## config.mk

```make
export PLATFORM = sky130hd
export DESIGN_NAME = fifo_rd_stream_flat
export DESIGN_NICKNAME = d
export VERILOG_FILES = /design/src/rtl/fifo_rd_stream_if.sv /design/src/rtl/fifo_rd_stream.sv /design/src/flat_wrapper.sv
export SDC_FILE = /design/constraint.sdc
export NUM_CORES = 1
export LEC_CHECK = 0
export ABC_CLOCK_PERIOD_IN_PS = 6500
export CAP_MARGIN = 5
export CORE_UTILIZATION = 24
export CTS_CLUSTER_DIAMETER = 150
export CTS_CLUSTER_SIZE = 12
export DETAILED_ROUTE_END_ITERATION = 10
export HOLD_SLACK_MARGIN = 0.03
export PLACE_DENSITY = 0.44
export SYNTH_ARGS = -nofsm -noshare
export SYNTH_HDL_FRONTEND = slang
export SYNTH_SLANG_ARGS = --single-unit
```

## constraint.sdc

```tcl
create_clock -name clk -period 6.5 [get_ports clk]
set_clock_uncertainty 0.1 [all_clocks]
set_input_delay 1.3 -clock clk [delete_from_list [all_inputs] [get_ports clk]]
set_output_delay 1.3 -clock clk [all_outputs]
set_load 0.01 [all_outputs]
```

## src/rtl/fifo_rd_stream_if.sv

```systemverilog
// Interface bundle for fifo_rd_stream: the FIFO read port and the downstream
// valid/ready stream. The master modport is the consumer block's view.
interface fifo_rd_stream_if #(
  parameter int unsigned DATA_W = 8
);
  // FIFO read side
  logic              o_rden;
  logic [DATA_W-1:0] i_rddata;
  logic              i_empty;
  // Downstream stream side
  logic              o_valid;
  logic [DATA_W-1:0] o_data;
  logic              i_ready;

  modport master (
    output o_rden,
    input  i_rddata,
    input  i_empty,
    output o_valid,
    output o_data,
    input  i_ready
  );

  modport slave (
    input  o_rden,
    output i_rddata,
    output i_empty,
    input  o_valid,
    input  o_data,
    output i_ready
  );
endinterface

```

## src/rtl/fifo_rd_stream.sv

```systemverilog
// Read-side consumer for a synchronous FIFO with 1-cycle read latency.
// Words are pulled into a 2-entry skid buffer and presented as a valid/ready
// stream; a wrapping counter tracks words accepted downstream.
module fifo_rd_stream #(
  parameter int unsigned DATA_W = 8,
  parameter int unsigned CNT_W  = 16
) (
  input  logic                clk,
  input  logic                rst,
  input  logic                i_en,
  fifo_rd_stream_if.master    bus,
  output logic                o_busy,
  output logic [CNT_W-1:0]    o_count
);

  logic [1:0]        buf_cnt_q, buf_cnt_d;
  logic              inflight_q, inflight_d;
  logic [DATA_W-1:0] head_q, head_d;
  logic [DATA_W-1:0] tail_q, tail_d;
  logic [CNT_W-1:0]  count_q, count_d;
  logic              pop;
  logic              rden;
  logic [2:0]        occ;

  // Read-enable decision: never let buffered + in-flight words exceed two
  always_comb begin
    pop  = (buf_cnt_q != 2'd0) & bus.i_ready;
    occ  = {1'b0, buf_cnt_q} + {2'b00, inflight_q};
    // occ - pop < 2, rearranged to avoid underflow
    rden = ~rst & i_en & ~bus.i_empty & (occ < (3'd2 + {2'b00, pop}));
  end

  // Skid-buffer next state: capture returning read data, advance head on pop
  always_comb begin
    buf_cnt_d  = buf_cnt_q;
    head_d     = head_q;
    tail_d     = tail_q;
    inflight_d = rden;
    count_d    = count_q + {{(CNT_W-1){1'b0}}, pop};
    case ({inflight_q, pop})
      2'b01: begin
        head_d    = tail_q;
        buf_cnt_d = buf_cnt_q - 2'd1;
      end
      2'b10: begin
        if (buf_cnt_q == 2'd0) head_d = bus.i_rddata;
        else                   tail_d = bus.i_rddata;
        buf_cnt_d = buf_cnt_q + 2'd1;
      end
      2'b11: begin
        // Occupancy unchanged; the new word lands behind whatever remains
        if (buf_cnt_q == 2'd1) begin
          head_d = bus.i_rddata;
        end else begin
          head_d = tail_q;
          tail_d = bus.i_rddata;
        end
      end
      default: ;
    endcase
  end

  // State registers with asynchronous reset
  always_ff @(posedge clk or posedge rst) begin
    if (rst) begin
      buf_cnt_q  <= 2'd0;
      inflight_q <= 1'b0;
      head_q     <= '0;
      tail_q     <= '0;
      count_q    <= '0;
    end else begin
      buf_cnt_q  <= buf_cnt_d;
      inflight_q <= inflight_d;
      head_q     <= head_d;
      tail_q     <= tail_d;
      count_q    <= count_d;
    end
  end

  // Outputs are direct functions of registered state (plus the read enable)
  always_comb begin
    bus.o_rden  = rden;
    bus.o_valid = (buf_cnt_q != 2'd0);
    bus.o_data  = head_q;
    o_busy      = (buf_cnt_q != 2'd0) | inflight_q;
    o_count     = count_q;
  end

endmodule

```

## src/flat_wrapper.sv

```systemverilog
// flat-port wrapper written by rule: the top's interface ports become plain ports
module fifo_rd_stream_flat 
#(
  parameter int unsigned DATA_W = 8,
  parameter int unsigned CNT_W  = 16
)
  (clk, rst, i_en, o_busy, o_count, bus_o_rden, bus_i_rddata, bus_i_empty, bus_o_valid, bus_o_data, bus_i_ready);
  fifo_rd_stream_if #(.DATA_W(DATA_W)) bus_i ();
  input  logic clk;
  input  logic rst;
  input  logic i_en;
  output logic o_busy;
  output logic [CNT_W-1:0] o_count;
  output wire logic [$bits(bus_i.o_rden)-1:0] bus_o_rden;
  input wire logic [$bits(bus_i.i_rddata)-1:0] bus_i_rddata;
  input wire logic [$bits(bus_i.i_empty)-1:0] bus_i_empty;
  output wire logic [$bits(bus_i.o_valid)-1:0] bus_o_valid;
  output wire logic [$bits(bus_i.o_data)-1:0] bus_o_data;
  input wire logic [$bits(bus_i.i_ready)-1:0] bus_i_ready;
  assign bus_o_rden = bus_i.o_rden;
  assign bus_i.i_rddata = bus_i_rddata;
  assign bus_i.i_empty = bus_i_empty;
  assign bus_o_valid = bus_i.o_valid;
  assign bus_o_data = bus_i.o_data;
  assign bus_i.i_ready = bus_i_ready;
  fifo_rd_stream #(.DATA_W(DATA_W), .CNT_W(CNT_W)) u_core (.clk(clk), .rst(rst), .i_en(i_en), .bus(bus_i), .o_busy(o_busy), .o_count(o_count));
endmodule
```

# Yosys cells after proc, flatten, opt, wreduce, memory -nomap -nowiden

Index checks and enable logic that the tools add are counted.

Multiplexer cells: 7
Equality and inequality tests: 7
Add/subtract/negate cells: 5
Shift-type cells: 0
Multipliers: 0
Bitwise logic cells: 7
Reduce and logical (&&, ||, !) cells: 7
Magnitude comparators: 1
Divide/modulo/power cells: 0

Operators with widths:

| operator                                               | number |
|---|---|
| 2-to-1 mux 8 bit                                       | 4 |
| one-hot mux 8 bit (3 select lines)                     | 1 |
| adder 16 x 1 -> 16 bit                                 | 1 |
| one-hot mux 8 bit (2 select lines)                     | 1 |
| nonzero test 2 bit                                     | 3 |
| bitwise AND 1 bit                                      | 4 |
| == test 2 x 1 -> 1 bit (second input constant)         | 2 |
| == test 2 bit (second input constant)                  | 2 |
| inequality test 2 bit (second input constant)          | 2 |
| one-hot mux 2 bit (2 select lines)                     | 1 |
| adder 2 x 1 -> 3 bit                                   | 1 |
| adder 2 x 1 -> 3 bit (first input constant)            | 1 |
| less-than comparator 3 bit                             | 1 |
| AND reduction 3 bit                                    | 1 |
| nonzero test 3 bit                                     | 1 |
| adder 2 x 1 -> 2 bit (second input constant)           | 1 |
| zero test 2 bit                                        | 1 |
| inequality test 2 x 1 -> 1 bit (second input constant) | 1 |
| NOT 1 bit                                              | 2 |
| AND reduction 2 bit                                    | 1 |
| subtractor 2 x 1 -> 2 bit (second input constant)      | 1 |
| OR 1 bit                                               | 1 |

Bits in registers: 35
Memory bits (read-only): 0
RAM bits: 0
Memories: 0
Logic and storage cells: 39
Latch bits: 0

# Longest topological paths before layout

Gate-level depths: netlist of the first run.

Word-level depth: 5
Mapped depth: 10
Depth with buffers taken out: 9

# Worst setup path before layout of the first run

OpenSTA, ideal clock, no wires.

Path type: input to output
Start point: in rst
End point: out bus_o_rden
Path slack: 2664 ps
Arrival: 2436 ps
Stages on the path: 2
Path buffers: 0
Data required time: 5100 ps
Cell sequence: inv_1 > and4_1

Longest elaborated chain between the ends: 4

Ends and longest elaborated chain:

| item                           | RTL line             | source |
|---|---|---|
| from (decl)                    | flat_wrapper.sv:10   | `input logic rst;` |
| NOT 1 bit                      | fifo_rd_stream.sv:30 | `rden = ~rst & i_en & ~bus.i_empty & (occ < (3'd2 + {2'b00, pop}));` |
| bitwise AND 1 bit (3 in a row) | fifo_rd_stream.sv:30 |  |
| to (decl)                      | flat_wrapper.sv:14   | `output wire logic [$bits(bus_i.o_rden)-1:0] bus_o_rden;` |

Every way passes these cells.

# Worst setup path after layout of the first run

Ends and elaborated chain as after synthesis.

==> results.md, run 1 <==
* Setup CP Type: input port to primary output
* Final ANT Viol Nets at 0
* Worst IR Drop VDD at 0.169 mV
* Worst path max stage delay at 540 ps
* Syn Inst Count at 140
* RR Startpoint: u_core.buf_cnt_q[0]
* GRT Residual Overflow at 0
* Mapped cell area at approximately 1600 um^2
* Vias in the first global route at ~1,200
* Antenna diode instance count at 0
* I/O pin cnt at 40
* Family with the most delay on the worst path: buffers and inverters
* Top cell type by total area after synthesis: dfrtp_1
* R2r endpoint: u_core.tail_q[2]
* Prevailing post-synth register cell: dfrtp_1
* Worst reg-to-reg path cell count at 7
* Synth Area per Inst at around 12 um^2
* Layout area overhead at 35.5%
* RSZ-0062 raised after global routing: no
* DRT Pass-1 Iters at 6
* CTS buffer count at 5
* Wire length after detailed routing at about 3500 um
* Final period util at 0.674
* Initial DRC count at 32
* Htree depth at 2
* Worst Hold Class: register to register
* Sequential element share of the synthesized area at 0.534
* Postcts setup bufs at 0
* Layout cells sized above 1 at 0.128
* Setup TNS at 0 ps
* Hpwl dp at approximately 2500 um
* LEAKAGE at 1.02 nW
* Die height at around 85 um
* Min-delay src: u_core.o_count[15]
* Largest cells by area after synthesis: dfrtp_1 53%, mux2_4 7.3%, nand2_1 5.5%
* Wirelength per Cell at approximately 13 um
* Util after Layout at 0.344
* Syn. warnings at 0
* RD Place Congestion at 0.728
* Crit. End Element: primary output
* Count leader, synth: dfrtp_1
* CTS tree: done
* Max Cap Viol at 0
* Post-synth net total at between 150 and 200
* Placed Area at 2120 um^2
* Slew HR at 0.530
* Post-synth EDFFs at 0
* DRC at 0
* Arr. time, crit path at between 2000 and 3000 ps
* Worst path required time at around 5100 ps
* Placed Instances at 256
* Largest net degree at the start of global routing at 37
* Initial core utilization at 0.254
* Slowest CP cell: clkdlybuf4s50_1
* CP max FO at 36
* CP startpoint: rst
* Design Power at roughly 0.86 mW
* Initial antenna violation count at 0
* R2R Setup Slk at just over 4000 ps
* Hold Vio Cnt, Final at 0
* Max Clock Freq at 0.228 GHz
* Hold worst-path end: u_core.o_count[15]
* Clk root buf: clkbuf_8
* Pwr Density at about 380 nW/um^2
* Worst path bufs/invs at 4
* CP Launch Type: input port
* CTS resizes at 0
* Total Die Area at roughly 7200 um^2
* Yosys cell types at 27
* Yosys reg bits at 35
* First-pass GRT wire length at 6110 um
* Die width at roughly 85 um
* Clock slew at reported path FFs at 60 ps
* Clock Latency Late Sink at roughly 280 ps
* Core area at 6460 um^2
* Setup WS pre-CTS at roughly 2100 ps
* Non-Filler Instances at about 260
* Final Max Tran Viols at 0
* Worst-Margin Slew at roughly 700 ps
* Yosys top cell area share at 0.534
* Layout Nets at 206
* Sink Count at 35
* CP dominant cell by count: clkdlybuf4s50_1
* Setup-failing EPs final at 0
* Vias at 1,173
* CTS Buffer Depth at 2
* Post-synth ARST share at 1.00
* Commonest cells in the netlist: 35 x dfrtp_1, 24 x nand2_1
* IO buf count at 39
* Cells along the critical path: clkdlybuf4s50_1 -> inv_1 -> buf_4 -> and4_1 -> clkdlybuf4s50_1
* Vias per cell at 4.44
* Hold depth at 1
* Status: finished clean
* Hold_buf cts at 0
* GRT Total Usage at 0.109
* Final worst slack at 2120 ps
* Row count at 29
* Final Cell Area at roughly 2200 um^2
* Min Tclk post-route at approximately 4400 ps
* Hold WS at 367 ps
-- area by class of cell --
type | count | area (um^2)
fill | 639 | 4230
multi-input combinational | 96 | 724
clock buffer | 8 | 100
inverter | 8 | 30.0
timing repair buffer | 40 | 398
tap | 77 | 96.3
sequential | 35 | 876
-- sequential cells by signal (all words and copies together) (netlist names) --
| register | cells |
|---|---|
| u_core.inflight_q | 1 |
| u_core.buf_cnt_q | 2 |
| u_core.o_count | 16 |
| u_core.tail_q | 8 |
| u_core.bus.o_data | 8 |
-- worst max path at each step --
stage                       endpoint  cells past startpoint
after floorplan           bus_o_rden                      2
after global placement    bus_o_rden                      5
after detailed placement  bus_o_rden                      5
after CTS                 bus_o_rden                      5
after global routing      bus_o_rden                      5
final                     bus_o_rden                      5
-- metal layers --
layer | track usage | vias up | part of all wire
met2 | 0.174 | 29 | 0.46
met3 | 0.0364 | 6 | 0.050
met5 | 0 | - | 0
met1 | 0.138 | 565 | 0.47
met4 | 0.0416 | 0 | 0.016
li1 | - | 573 | -
-- kinds of logic (layout without fill, tap and decap cells) --
| kind of cell | count (synthesis) | after routing | share of synthesized area |
|---|---|---|---|
| muxes | 10 | 10 | 0.0884 |
| AOI/OAI and AO/OA | 14 | 14 | 0.0617 |
| buffers and inverters | 9 | 56 | 0.0252 |
| xor gates and xnor gates | 16 | 16 | 0.0854 |
| DFF | 35 | 35 | 0.534 |
| adders and majority gates | 7 | 7 | 0.0534 |
| and+or+nand+nor | 49 | 49 | 0.152 |
-- where the power goes --
part	total, mW	internal (mW)	switching (mW)
sequential	0.355	0.293	0.0623
clock	0.170	0.0966	0.0731
combinational	0.330	0.186	0.144
-- placed cells by master (no fill, tap or decap), types with 7 or more instances in the layout --
master,count
clkdlybuf4s50_1,39
dfrtp_1,35
nand2_1,24
mux2_4,8
xor2_1,8
a22oi_1,8
xnor2_1,8
inv_1,7
ha_1,7
clkbuf_8,7
(Power assumes the default switching activity.)
==> run 2, diff against run 1 <==
--- a/config.mk
+++ b/config.mk
@@ -5,7 +5,7 @@
 export SDC_FILE = /design/constraint.sdc
 export NUM_CORES = 1
 export LEC_CHECK = 0
-export ABC_CLOCK_PERIOD_IN_PS = 6500
+export ABC_CLOCK_PERIOD_IN_PS = 4100
 export CAP_MARGIN = 5
 export CORE_UTILIZATION = 24
 export CTS_CLUSTER_DIAMETER = 150
==> constraint.sdc (replaced) <==
create_clock -name clk -period 4.1 [get_ports clk]
set_clock_uncertainty 0.1 [all_clocks]
set_input_delay 0.82 -clock clk [delete_from_list [all_inputs] [get_ports clk]]
set_output_delay 0.82 -clock clk [all_outputs]
set_load 0.01 [all_outputs]
==> run 2 against run 1 <==
Setup slack got worse by 1300 ps. Critical endpoint unchanged. Cell count stayed put. Sequential power rose by 58%. First-iteration DRC count rose by 140%. Die area stayed put. Core utilization stayed put. Clock-buffer cell count did not move. Register-to-register slack lost 2400 ps. Routed wire length down 0.14%. Worst hold slack better by 6.0 ps. Non-clock buffer count did not move.
==> results.md, run 2 (synthesis results as in run 1) <==
* RSZ-0062 raised after global routing: no
* Non-Filler Instances at 264 (unchanged)
* Gate power share at 0.386 (about the same)
* CTS buffer count at 5 (unchanged)
* Final period util at 0.804
* Final ANT Viol Nets at 0 (unchanged)
* Multi-input gate area at 724 um^2 (unchanged)
* Largest net degree at the start of global routing at 36 (-2.7%)
* Most common cell after layout, fill and taps aside: clkdlybuf4s50_1
* Design Power at 1.35 mW (+58%)
* Clock Latency Late Sink at 280 ps (about the same)
* Worst path bufs/invs at 2 (-2)
* Pint at 0.913 mW (+59%)
* Final Cell Area at 2220 um^2 (unchanged)
* Clock slew at reported path FFs at 70 ps (about the same)
* R2r endpoint: u_core.tail_q[1]
* Worst path max stage delay at 550 ps (about the same)
* Worst path required time at 3180 ps (-1920 ps)
* Slew HR at 0.535 (+0.00489)
* Vias per cell at 4.35 (-2.0%)
* Hold depth at 2 (+1)
* GRT Residual Overflow at 0 (unchanged)
* Net Switching at 0.437 mW (+57%)
* Layout cells sized above 1 at 0.128 (unchanged)
* CTS Buffer Depth at 2 (unchanged)
* IO buf count at 39 (unchanged)
* Worst IR Drop VDD at 0.270 mV (+59%)
* CP dominant cell by count: clkdlybuf4s50_1
* FF/Latch Area at 876 um^2 (unchanged)
* Hold Vio Cnt, Final at 0 (unchanged)
* Hpwl dp at 2530 um (-0.13%)
* Initial antenna violation count at 0 (unchanged)
* Min Tclk post-route at approximately 3300 ps
* Layout area overhead at 35.5% (unchanged)
* Clk pwr share at 0.199 (about the same)
* Placed Instances at 256 (unchanged)
* Hold_buf cts at 0 (unchanged)
* CP Launch Type: input port
* Setup-failing EPs final at 0 (unchanged)
* DRT Pass-1 Iters at 6 (unchanged)
* Wirelength per Cell at 13.2 um (-0.14%)
* Worst Hold Class: register to register
* Initial core utilization at 0.254 (unchanged)
* Total Die Area at 7170 um^2 (unchanged)
* Status: finished clean
* CTS resizes at 0 (unchanged)
* FILL cells at 667 (+4.4%)
* Slowest CP cell: clkdlybuf4s50_1
* Vias in the first global route at 1,129 (-8.9%)
* First-pass GRT wire length at 5750 um (-6.0%)
* Wire length after detailed routing at 3490 um (-0.14%)
* Worst reg-to-reg path cell count at 7 (unchanged)
* Min-delay src: u_core.bus.o_data[3]
* Clk root buf: clkbuf_8
* Family with the most delay on the worst path: buffers and inverters
* Cells along the critical path: clkdlybuf4s50_1 -> nand2b_4 -> o21ai_0 -> and4_1 -> clkdlybuf4s50_1
* Max Clock Freq at 0.303 GHz
* CTS tree: done
* Setup CP Type: input port to primary output
* Htree depth at 2 (unchanged)
* CP startpoint: bus_i_ready
* Core area at 6460 um^2 (unchanged)
* Antenna diode instance count at 0 (unchanged)
* Row count at 29 (unchanged)
* Final Max Tran Viols at 0 (unchanged)
* Die height at 84.7 um (unchanged)
* Switching portion of total power at 0.324 (-0.00271)
* Most frequent cells in the layout: 39 x clkdlybuf4s50_1, 35 x dfrtp_1, 24 x nand2_1
* I/O pin cnt at 40 (unchanged)
* Layout Nets at 206 (unchanged)
* Vias at 1,149 (-2.0%)
* Max Cap Viol at 0 (unchanged)
* Number of flip-flops in the largest register at 16 (unchanged)
* Setup TNS at 0 ps (unchanged)
* Part of the power in registers at 0.415 (about the same)
* LEAKAGE at 1.02 nW (unchanged)
* Arr. time, crit path at 2380 ps (-600 ps)
* Die width at 84.7 um (unchanged)
* Sink Count at 35 (unchanged)
* Initial DRC count at 76 (+140%)
* Pwr Density at 607 nW/um^2 (+58%)
* Postcts setup bufs at 0 (unchanged)
* GRT Total Usage at 0.104 (-0.00520)
* Placed Area at 2120 um^2 (unchanged)
* Worst-Margin Slew at 697 ps (-7.34 ps)
* DRC at 0 (unchanged)
* CP max FO at 5 (-86%)
* Hold WS at 373 ps (+6.01 ps)
* Crit. End Element: primary output
* RD Place Congestion at 0.738 (+1.4%)
* Hold worst-path end: u_core.bus.o_data[3]
* RR Startpoint: u_core.buf_cnt_q[0]
* R2R Setup Slk at 1720 ps (-2430 ps)
[run 2: through the flow]
| stage | util | worst slack (ps) |
|---|---|---|
| 4_1_cts | 0.344 | 788 |
| 5_1_grt | 0.344 | 739 |
| 3_5_place_dp | 0.329 | 800 |
| 6_report | 0.344 | 802 |
| 3_3_place_gp | 0.329 | 808 |
| 2_1_floorplan | - | 1220 |
[run 2: how the worst max path moves through the flow]
stage,endpoint,cells past startpoint,slack (ps)
detailed placement,bus_o_rden,5,800
global placement,bus_o_rden,5,810
floorplan,bus_o_rden,2,1220
CTS,bus_o_rden,5,790
global route,bus_o_rden,5,740
finish,bus_o_rden,5,800
[run 2: layout make-up]
cell class,instances,share of cell area
flip-flops and latches,35,0.394
clock buffers,8,0.0450
well taps,77,0.0433
repair buffers,40,0.179
inverters,8,0.0135
multi-input cells,96,0.326
[run 2: power by group through the flow]
stage                     logic, mW  clock network, mW  registers, mW
final                         0.521              0.268          0.561
after global routing          0.577              0.299          0.578
after CTS                     0.532              0.285          0.563
after detailed placement      0.529                  0          0.565
after global placement        0.523                  0          0.561
after floorplan               0.288                  0          0.576
[run 2: worst min-delay path, cell delays in order, from the launching register on]
cell	delay (ps)
dfrtp_1	340
nand2_1	50
nand2_1	50
[run 2: per-layer routing]
layer	vias to the layer above	track usage	part of all wire
met5	-	0	0
met4	0	0.0370	0.014
met3	6	0.0324	0.048
met2	27	0.157	0.45
met1	542	0.141	0.49
li1	574	-	-
